==> config.mk <==
export PLATFORM = sky130hd
export DESIGN_NAME = judge_unit
export DESIGN_NICKNAME = d
export VERILOG_FILES = /design/src/rtl/tic_tac_toe_pkg.sv /design/src/rtl/judge_line_check.sv /design/src/rtl/judge_unit.sv
export SDC_FILE = /design/constraint.sdc
export NUM_CORES = 1
export LEC_CHECK = 0
export CORE_ASPECT_RATIO = 0.7
export CORE_MARGIN = 2
export CORE_UTILIZATION = 50
export DETAILED_ROUTE_END_ITERATION = 16
export PLACE_DENSITY = 0.85
export SLEW_MARGIN = 30
export SYNTH_ARGS = -nofsm -noshare
export SYNTH_HDL_FRONTEND = slang
export SYNTH_SLANG_ARGS = --single-unit
==> constraint.sdc <==
create_clock -name clk -period 3.4 [get_ports clk]
set_input_delay 1.02 -clock clk [delete_from_list [all_inputs] [get_ports clk]]
set_output_delay 1.02 -clock clk [all_outputs]
set_load 0.01 [all_outputs]
==> src/rtl/tic_tac_toe_pkg.sv <==
// Shared types and line-geometry helpers for the tic-tac-toe judge.
// Masks are returned at a fixed maximum width; callers keep the low ROWS*COLS bits.
package tic_tac_toe_pkg;

   typedef enum logic [1:0] {IDLE, SCAN, DONE} judge_state_t;

   localparam int unsigned JUDGE_MAX_CELLS = 64;
   typedef logic [JUDGE_MAX_CELLS-1:0] judge_mask_t;

   function automatic int unsigned judge_num_lines(input int unsigned rows, input int unsigned cols);
      return rows + cols + ((rows == cols) ? 2 : 0);
   endfunction

   // Line order: rows, columns, then main and anti diagonal (square boards only).
   function automatic judge_mask_t judge_line_mask(input int unsigned rows, input int unsigned cols,
                                                   input int unsigned idx);
      judge_mask_t m;
      m = '0;
      if (idx < rows) begin
         for (int unsigned c = 0; c < cols; c++) m[idx*cols + c] = 1'b1;
      end else if (idx < rows + cols) begin
         for (int unsigned r = 0; r < rows; r++) m[r*cols + (idx - rows)] = 1'b1;
      end else if (idx == rows + cols) begin
         for (int unsigned r = 0; r < rows; r++) m[r*cols + r] = 1'b1;
      end else begin
         for (int unsigned r = 0; r < rows; r++) m[r*cols + (cols - 1 - r)] = 1'b1;
      end
      return m;
   endfunction

endpackage

==> src/rtl/judge_line_check.sv <==
// Combinational test of one winning line: a player owns the line when every
// masked cell is set in that player's board.
module judge_line_check #(
   parameter int unsigned W = 9
) (
   input  logic [W-1:0] mask,
   input  logic [W-1:0] a,
   input  logic [W-1:0] b,
   output logic         full_a,
   output logic         full_b
);

   assign full_a = &(a | ~mask);
   assign full_b = &(b | ~mask);

endmodule

==> src/rtl/judge_unit.sv <==
// Judge stage: latches both boards on request, scans every winning line one per
// clock with a single line checker, then registers win/end-of-game results.
module judge_unit
   import tic_tac_toe_pkg::*;
#(
   parameter int unsigned ROWS = 3,
   parameter int unsigned COLS = 3
) (
   input  logic                 clk,
   input  logic                 reset,
   input  logic                 make_judge_req,
   output logic                 make_judge_ready,
   input  logic [ROWS*COLS-1:0] board_a,
   input  logic [ROWS*COLS-1:0] board_b,
   output logic                 end_of_game,
   output logic                 win_a,
   output logic                 win_b
);

   localparam int unsigned N    = ROWS * COLS;
   localparam int unsigned L    = judge_num_lines(ROWS, COLS);
   localparam int unsigned IW   = (L > 1) ? $clog2(L) : 1;
   localparam logic [IW-1:0] LAST = IW'(L - 1);

   judge_state_t  state_q;
   logic [N-1:0]  a_q, b_q;
   logic [IW-1:0] idx_q;
   logic          hit_a_q, hit_b_q;
   logic          hit_a_d, hit_b_d;
   logic          full_a, full_b;
   logic [N-1:0]  line_mask;
   logic [N-1:0]  mask_tbl [L];

   // Line masks are elaboration-time constants; idx_q just selects one.
   for (genvar g = 0; g < L; g++) begin : g_mask
      localparam judge_mask_t M = judge_line_mask(ROWS, COLS, g);
      assign mask_tbl[g] = M[N-1:0];
   end

   assign line_mask = mask_tbl[idx_q];

   judge_line_check #(.W(N)) u_line_check (
      .mask   (line_mask),
      .a      (a_q),
      .b      (b_q),
      .full_a (full_a),
      .full_b (full_b)
   );

   assign hit_a_d = hit_a_q | full_a;
   assign hit_b_d = hit_b_q | full_b;

   always_ff @(posedge clk or negedge reset) begin
      if (!reset) begin
         state_q          <= IDLE;
         make_judge_ready <= 1'b1;
         end_of_game      <= 1'b0;
         win_a            <= 1'b0;
         win_b            <= 1'b0;
         a_q              <= '0;
         b_q              <= '0;
         idx_q            <= '0;
         hit_a_q          <= 1'b0;
         hit_b_q          <= 1'b0;
      end else begin
         unique case (state_q)
            IDLE: begin
               if (make_judge_req) begin
                  a_q              <= board_a;
                  b_q              <= board_b;
                  hit_a_q          <= 1'b0;
                  hit_b_q          <= 1'b0;
                  idx_q            <= '0;
                  make_judge_ready <= 1'b0;
                  state_q          <= SCAN;
               end
            end
            SCAN: begin
               hit_a_q <= hit_a_d;
               hit_b_q <= hit_b_d;
               if (idx_q == LAST) begin
                  idx_q   <= '0;
                  state_q <= DONE;
               end else begin
                  idx_q <= idx_q + 1'b1;
               end
            end
            DONE: begin
               win_a            <= hit_a_q;
               win_b            <= hit_b_q;
               end_of_game      <= hit_a_q | hit_b_q | (&(a_q | b_q));
               make_judge_ready <= 1'b1;
               state_q          <= IDLE;
            end
            default: state_q <= IDLE;
         endcase
      end
   end

endmodule

Word level (Yosys, flattened, before mapping):

Memory sizes are Yosys's and may differ from the RTL's.
Cells that the tools add are included.

* add/subtract/negate cells: 1
* multipliers: 0
* div/mod/pow operators: 0
* $lt $le $gt $ge: 1
* equality and inequality tests: 5
* shifts and indexed selects: 0
* muxes and demuxes: 12
* bitwise logic cells: 9
* reduce and logical (&&, ||, !) cells: 10

Operator list (number)
* 9-bit bitwise OR: 3
* 9-bit AND reduction: 3
* 9-bit two-way mux: 2
* 9-bit inverter: 1
* 2-bit AND reduction: 4
* 3-bit two-way mux: 2
* 1-bit case mux with 2 select lines: 3
* 3-bit case mux with 2 select lines: 1
* 4-bit greater-or-equal comparator (second input constant): 1
* 2-bit two-way mux: 2
* 2-bit inequality test (second input constant): 2
* 3-bit inverter with 4-bit output: 1
* 1-bit bitwise OR: 4
* 2-bit case mux with 2 select lines: 1
* 2-bit nonzero test: 2
* 3-bit by 1-bit adder with 3-bit output (second input constant): 1
* 3-bit equality test (second input constant): 1
* 2-bit by 1-bit equality test with 1-bit output (second input constant): 1
* 2-bit equality test (second input constant): 1
* 2-bit zero test: 1
* 1-bit two-way mux: 1

* register bits: 29
* latch bits: 0
* memory bits (writable): 0
* bits in read-only memories: 72
* bits of input ports: 21
* output and inout port bits: 4
* word-level logic and storage cells: 49
* memories: 1

Memories
* (name not given): depth 8, width 9, rd ports 1, clocked after memory_dff 0, write ports 0, line judge_unit.sv:40 `assign line_mask = mask_tbl[idx_q];`

Logic depth before layout (Yosys ltp):

* word-level depth: 9
* mapped depth: 6
* mapped depth without buffers: 6

Hierarchy:

A second synthesis with hierarchy kept.

* cell total of the unflattened synthesis: 132
* area total of the unflattened synthesis: 1549.0 um^2

Modules (own cells, without submodules)
* judge_unit: times used 1, cells each 109, area each 1397.6 um^2, sequential area each 726.9 um^2
* judge_line_check: times used 1, cells each 23, area each 151.4 um^2, sequential area each 0.0 um^2

Worst setup path after synthesis:

No wires, ideal clock.

* path kind: input to register
* from: input port make_judge_req
* to: register a_q[0]
* setup time: 0.125 ns
* arrival time: 1.737 ns
* data required time: 3.275 ns
* path slack: 1.538 ns
* stages on the path: 4
* path buffers: 1
* path through: nand2b_1 > nor2_1 > buf_2 > mux2_2

* cells in the longest elaborated chain, start to end: 1

Ends and longest elaborated chain
* from (decl): line judge_unit.sv:11 `input logic make_judge_req,`
* 2-bit AND reduction (no line)
* to (signal assigned): line judge_unit.sv:69 `a_q <= board_a;`
* to (decl): line judge_unit.sv:26 `logic [N-1:0] a_q, b_q;`

No other way between the ends.
A chain may end at the register's enable or synchronous reset.

Final worst setup path:

* from: register make_judge_ready
* to: output port make_judge_ready

RTL lines
* from (decl): line judge_unit.sv:12 `output logic make_judge_ready,`
* from (signal assigned): line judge_unit.sv:56 `make_judge_ready <= 1'b1;`
* from (signal assigned): line judge_unit.sv:74 `make_judge_ready <= 1'b0;`
* from (signal assigned): line judge_unit.sv:92 `make_judge_ready <= 1'b1;`

No word-level cell between the ends.

==> impl_results.md <==
* Outcome: complete, no violations
* Setup Skew at roughly 0.0043 ns
* Synth Register Bits at 29
* RSZ-0062 raised after global routing: false
* Synth cell types at 30
* Hold Path Origin: make_judge_ready$_DFFE_PN1P_
* Family with the most delay on the worst path: flip-flops
* Vias per inst at approximately 5.3
* CTS Buffer Depth at 2
* CTS tree: done
* Leakage Power at 0.769 nW
* Worst rel slew slack at 0.712
* Final hold violation count at 0
* Root Buffer: clkbuf_8
* Remaining Overflow, GRT at 0
* Final cycle utilization of the critical path at 0.686
* Post-cts sizing count at 0
* Vias in the first global route at 954
* FF-to-FF End: hit_b_q$_DFFE_PN0P_
* Reg clk slew, reported paths at 0.06 ns
* CP Cell Sequence: clkdlybuf4s50_1
* CP Capture Type: primary output
* Min Clock Period, post-route at about 2.3 ns
* Routability-driven placement congestion ratio at roughly 0.89
* Layout cells sized above 1 at 0.223
* Syn Inst Count at 117
* Number of synthesis warnings at 0
* Setup bufs post-CTS at 0
* Final wirelength at 2610 um
* Pin count of the biggest net entering global routing at 30
* Area growth, synth to finish at 26.8%
* Average cell area after synthesis at roughly 12 um^2
* Initial antenna violation count at 0
* DRC at 0
* # nets final at ~170
* Io pins at 25
* Max-cap check violation count at 0
* CP arrival at around 1.3 ns
* Die H at between 40 and 50 um
* Worst-margin pin slew at 0.432 ns
* I/O Buffers at 24
* Worst vdd ir at 0.000462 V
* Hold path endpoint: make_judge_ready$_DFFE_PN1P_
* Final Max Tran Viols at 0
* Cell taking the most area after synthesis: dfrtp_1
* TNS Setup at 0 ns
* CP required at approximately 2.4 ns
* DRT iter0 DRCs at 70
* Row count at 16
* PwrDens at 917 nW/um^2
* Syn Nets at between 100 and 150
* Worst Path Buf+Inv at 1
* Post-DP HPWL at 2020 um
* Worst reg2reg startpoint: idx_q[0]$_DFFE_PN0P_
* CP max FO at 2
* Mapped cell area at roughly 1400 um^2
* Worst path slowest cell: dfstp_2
* First-pass GRT wire length at between 4000 and 5000 um
* Area contributors post-synth: dfrtp_1 (49%), mux2_2 (14%), ha_1 (5.3%)
* Yosys top cell area share at 0.494
* Core Area at between 2000 and 3000 um^2
* Pre-antenna DRT Iters at 4
* Wire per inst at about 14 um
* Register-to-register setup slack at roughly 1.4 ns
* Gr usage total at 0.181
* Die W at 67.6 um
* Detail Route Antenna Nets at 0
* Num CTS Buffers at 5
* Hold_buf cts at 0
* Design area at roughly 1800 um^2
* Die ar. at about 3300 um^2
* Clk_lat worst skew at about 0.27 ns
* Total number of vias at approximately 980
* Initial Utilization at 0.517
* H-tree levels at 2
* Setup violators final at 0
* Hold Path Class: flop to flop
* Ant. Diodes at 0
* Category of the most critical setup path: flop to primary output
* Sequential-to-total area share from yosys stat at 0.513
* Hold path depth at 2
* Post-placement cell area at around 1700 um^2
* Highest clock rate at about 430 MHz
* Slowest stage delay, CP at ~0.53 ns
* CTS Sinks at 29
* R2r worst-path depth at 6
* Startpoint types: flop
## stage by stage
| stage | setup slack [ns] | hold WS, ns | util | total power [mW] | std cells |
|---|---|---|---|---|---|
| 2_1_floorplan | 1.54 | 0.457 | - | 1.16 | 117 |
| 3_3_place_gp | 0.964 | 0.449 | 0.619 | 1.31 | 176 |
| 3_5_place_dp | 0.928 | 0.468 | 0.619 | 1.36 | 176 |
| 4_1_cts | 1.05 | 0.478 | 0.656 | 1.67 | 184 |
| 5_1_grt | 1.01 | 0.501 | 0.656 | 1.77 | 184 |
| 6_report | 1.07 | 0.473 | 0.656 | 1.65 | 184 |
## worst max-delay path by stage
| stage | start | to | depth (start not counted) |
|---|---|---|---|
| CTS | make_judge_ready$_DFFE_PN1P_ | make_judge_ready | 1 |
| global placement | make_judge_req | a_q[7]$_DFFE_PN0P_ | 5 |
| floorplan | make_judge_req | a_q[0]$_DFFE_PN0P_ | 4 |
| global route | make_judge_ready$_DFFE_PN1P_ | make_judge_ready | 1 |
| detailed placement | make_judge_req | b_q[6]$_DFFE_PN0P_ | 5 |
| finish | make_judge_ready$_DFFE_PN1P_ | make_judge_ready | 1 |
## layout make-up
cell class / count / area, um^2
Clock inverter: 1 / 5.00
Inverter: 6 / 22.5
Clock buffer: 7 / 96.3
Tap cell: 36 / 45.0
Fill cell: 207 / 945
Multi-Input combinational cell: 79 / 647
Timing Repair Buffer: 26 / 255
Sequential cell: 29 / 727
## cell usage after synthesis
cell type	instances
or2b_1	1
o2111ai_1	2
dfrtp_1	28
nand2b_1	8
o21bai_1	1
nor2_2	1
and2_1	1
or3_1	1
or2_1	1
a21oi_1	6
a2111oi_0	1
inv_1	6
o32ai_2	1
a32o_1	1
dfstp_2	1
o32ai_1	1
nor2b_1	1
mux2_2	18
nand2_1	6
ha_1	6
mux2i_1	3
a22o_1	2
nor3_1	1
o22ai_1	7
nor2_1	5
o21ai_0	2
or4_4	1
buf_2	2
buf_6	1
mux2i_4	1
## routing by layer
layer | GRT usage | up-vias | wire, um
li1 | - | 478 | -
met1 | 0.261 | 466 | 1260
met2 | 0.268 | 33 | 1190
met3 | 0.0628 | 2 | 150
met4 | 0.0306 | 0 | 6
met5 | 0 | - | 0
## report_power, final
part / internal, mW / switching, mW / total (mW)
clock: 0.182 / 0.121 / 0.303
sequential: 0.517 / 0.155 / 0.672
combinational: 0.384 / 0.290 / 0.674
total: 1.08 / 0.566 / 1.65
## state kept, by name, indices dropped and copies added (netlist names)
signal	count
end_of_game	1
win_b	1
idx_q	3
state_q	2
hit_a_q	1
b_q	9
a_q	9
hit_b_q	1
win_a	1
make_judge_ready	1
## cell usage in the layout, fill, tap and decap left out, types with 2 or more instances in the layout
master | netlist | routed
o2111ai_1 | 2 | 2
a22o_1 | 2 | 2
clkbuf_8 | 0 | 7
nor2_1 | 5 | 5
o22ai_1 | 7 | 7
inv_1 | 6 | 6
nand2b_1 | 8 | 8
nand2_1 | 6 | 6
clkdlybuf4s50_1 | 0 | 24
mux2i_1 | 3 | 3
a21oi_1 | 6 | 6
o21ai_0 | 2 | 2
buf_4 | 0 | 2
dfrtp_1 | 28 | 28
mux2_2 | 18 | 18
ha_1 | 6 | 6
## kinds of logic (layout without fill, tap and decap cells)
family | Yosys count | after routing | share of synthesized area
DFF | 29 | 29 | 0.513
and+or+nand+nor | 27 | 27 | 0.103
AOI/OAI and AO/OA | 24 | 24 | 0.120
muxes | 22 | 22 | 0.180
buffers and inverters | 9 | 40 | 0.0309
adders and majority gates | 6 | 6 | 0.0530
No activity file was read; power rests on OpenSTA's default activity.
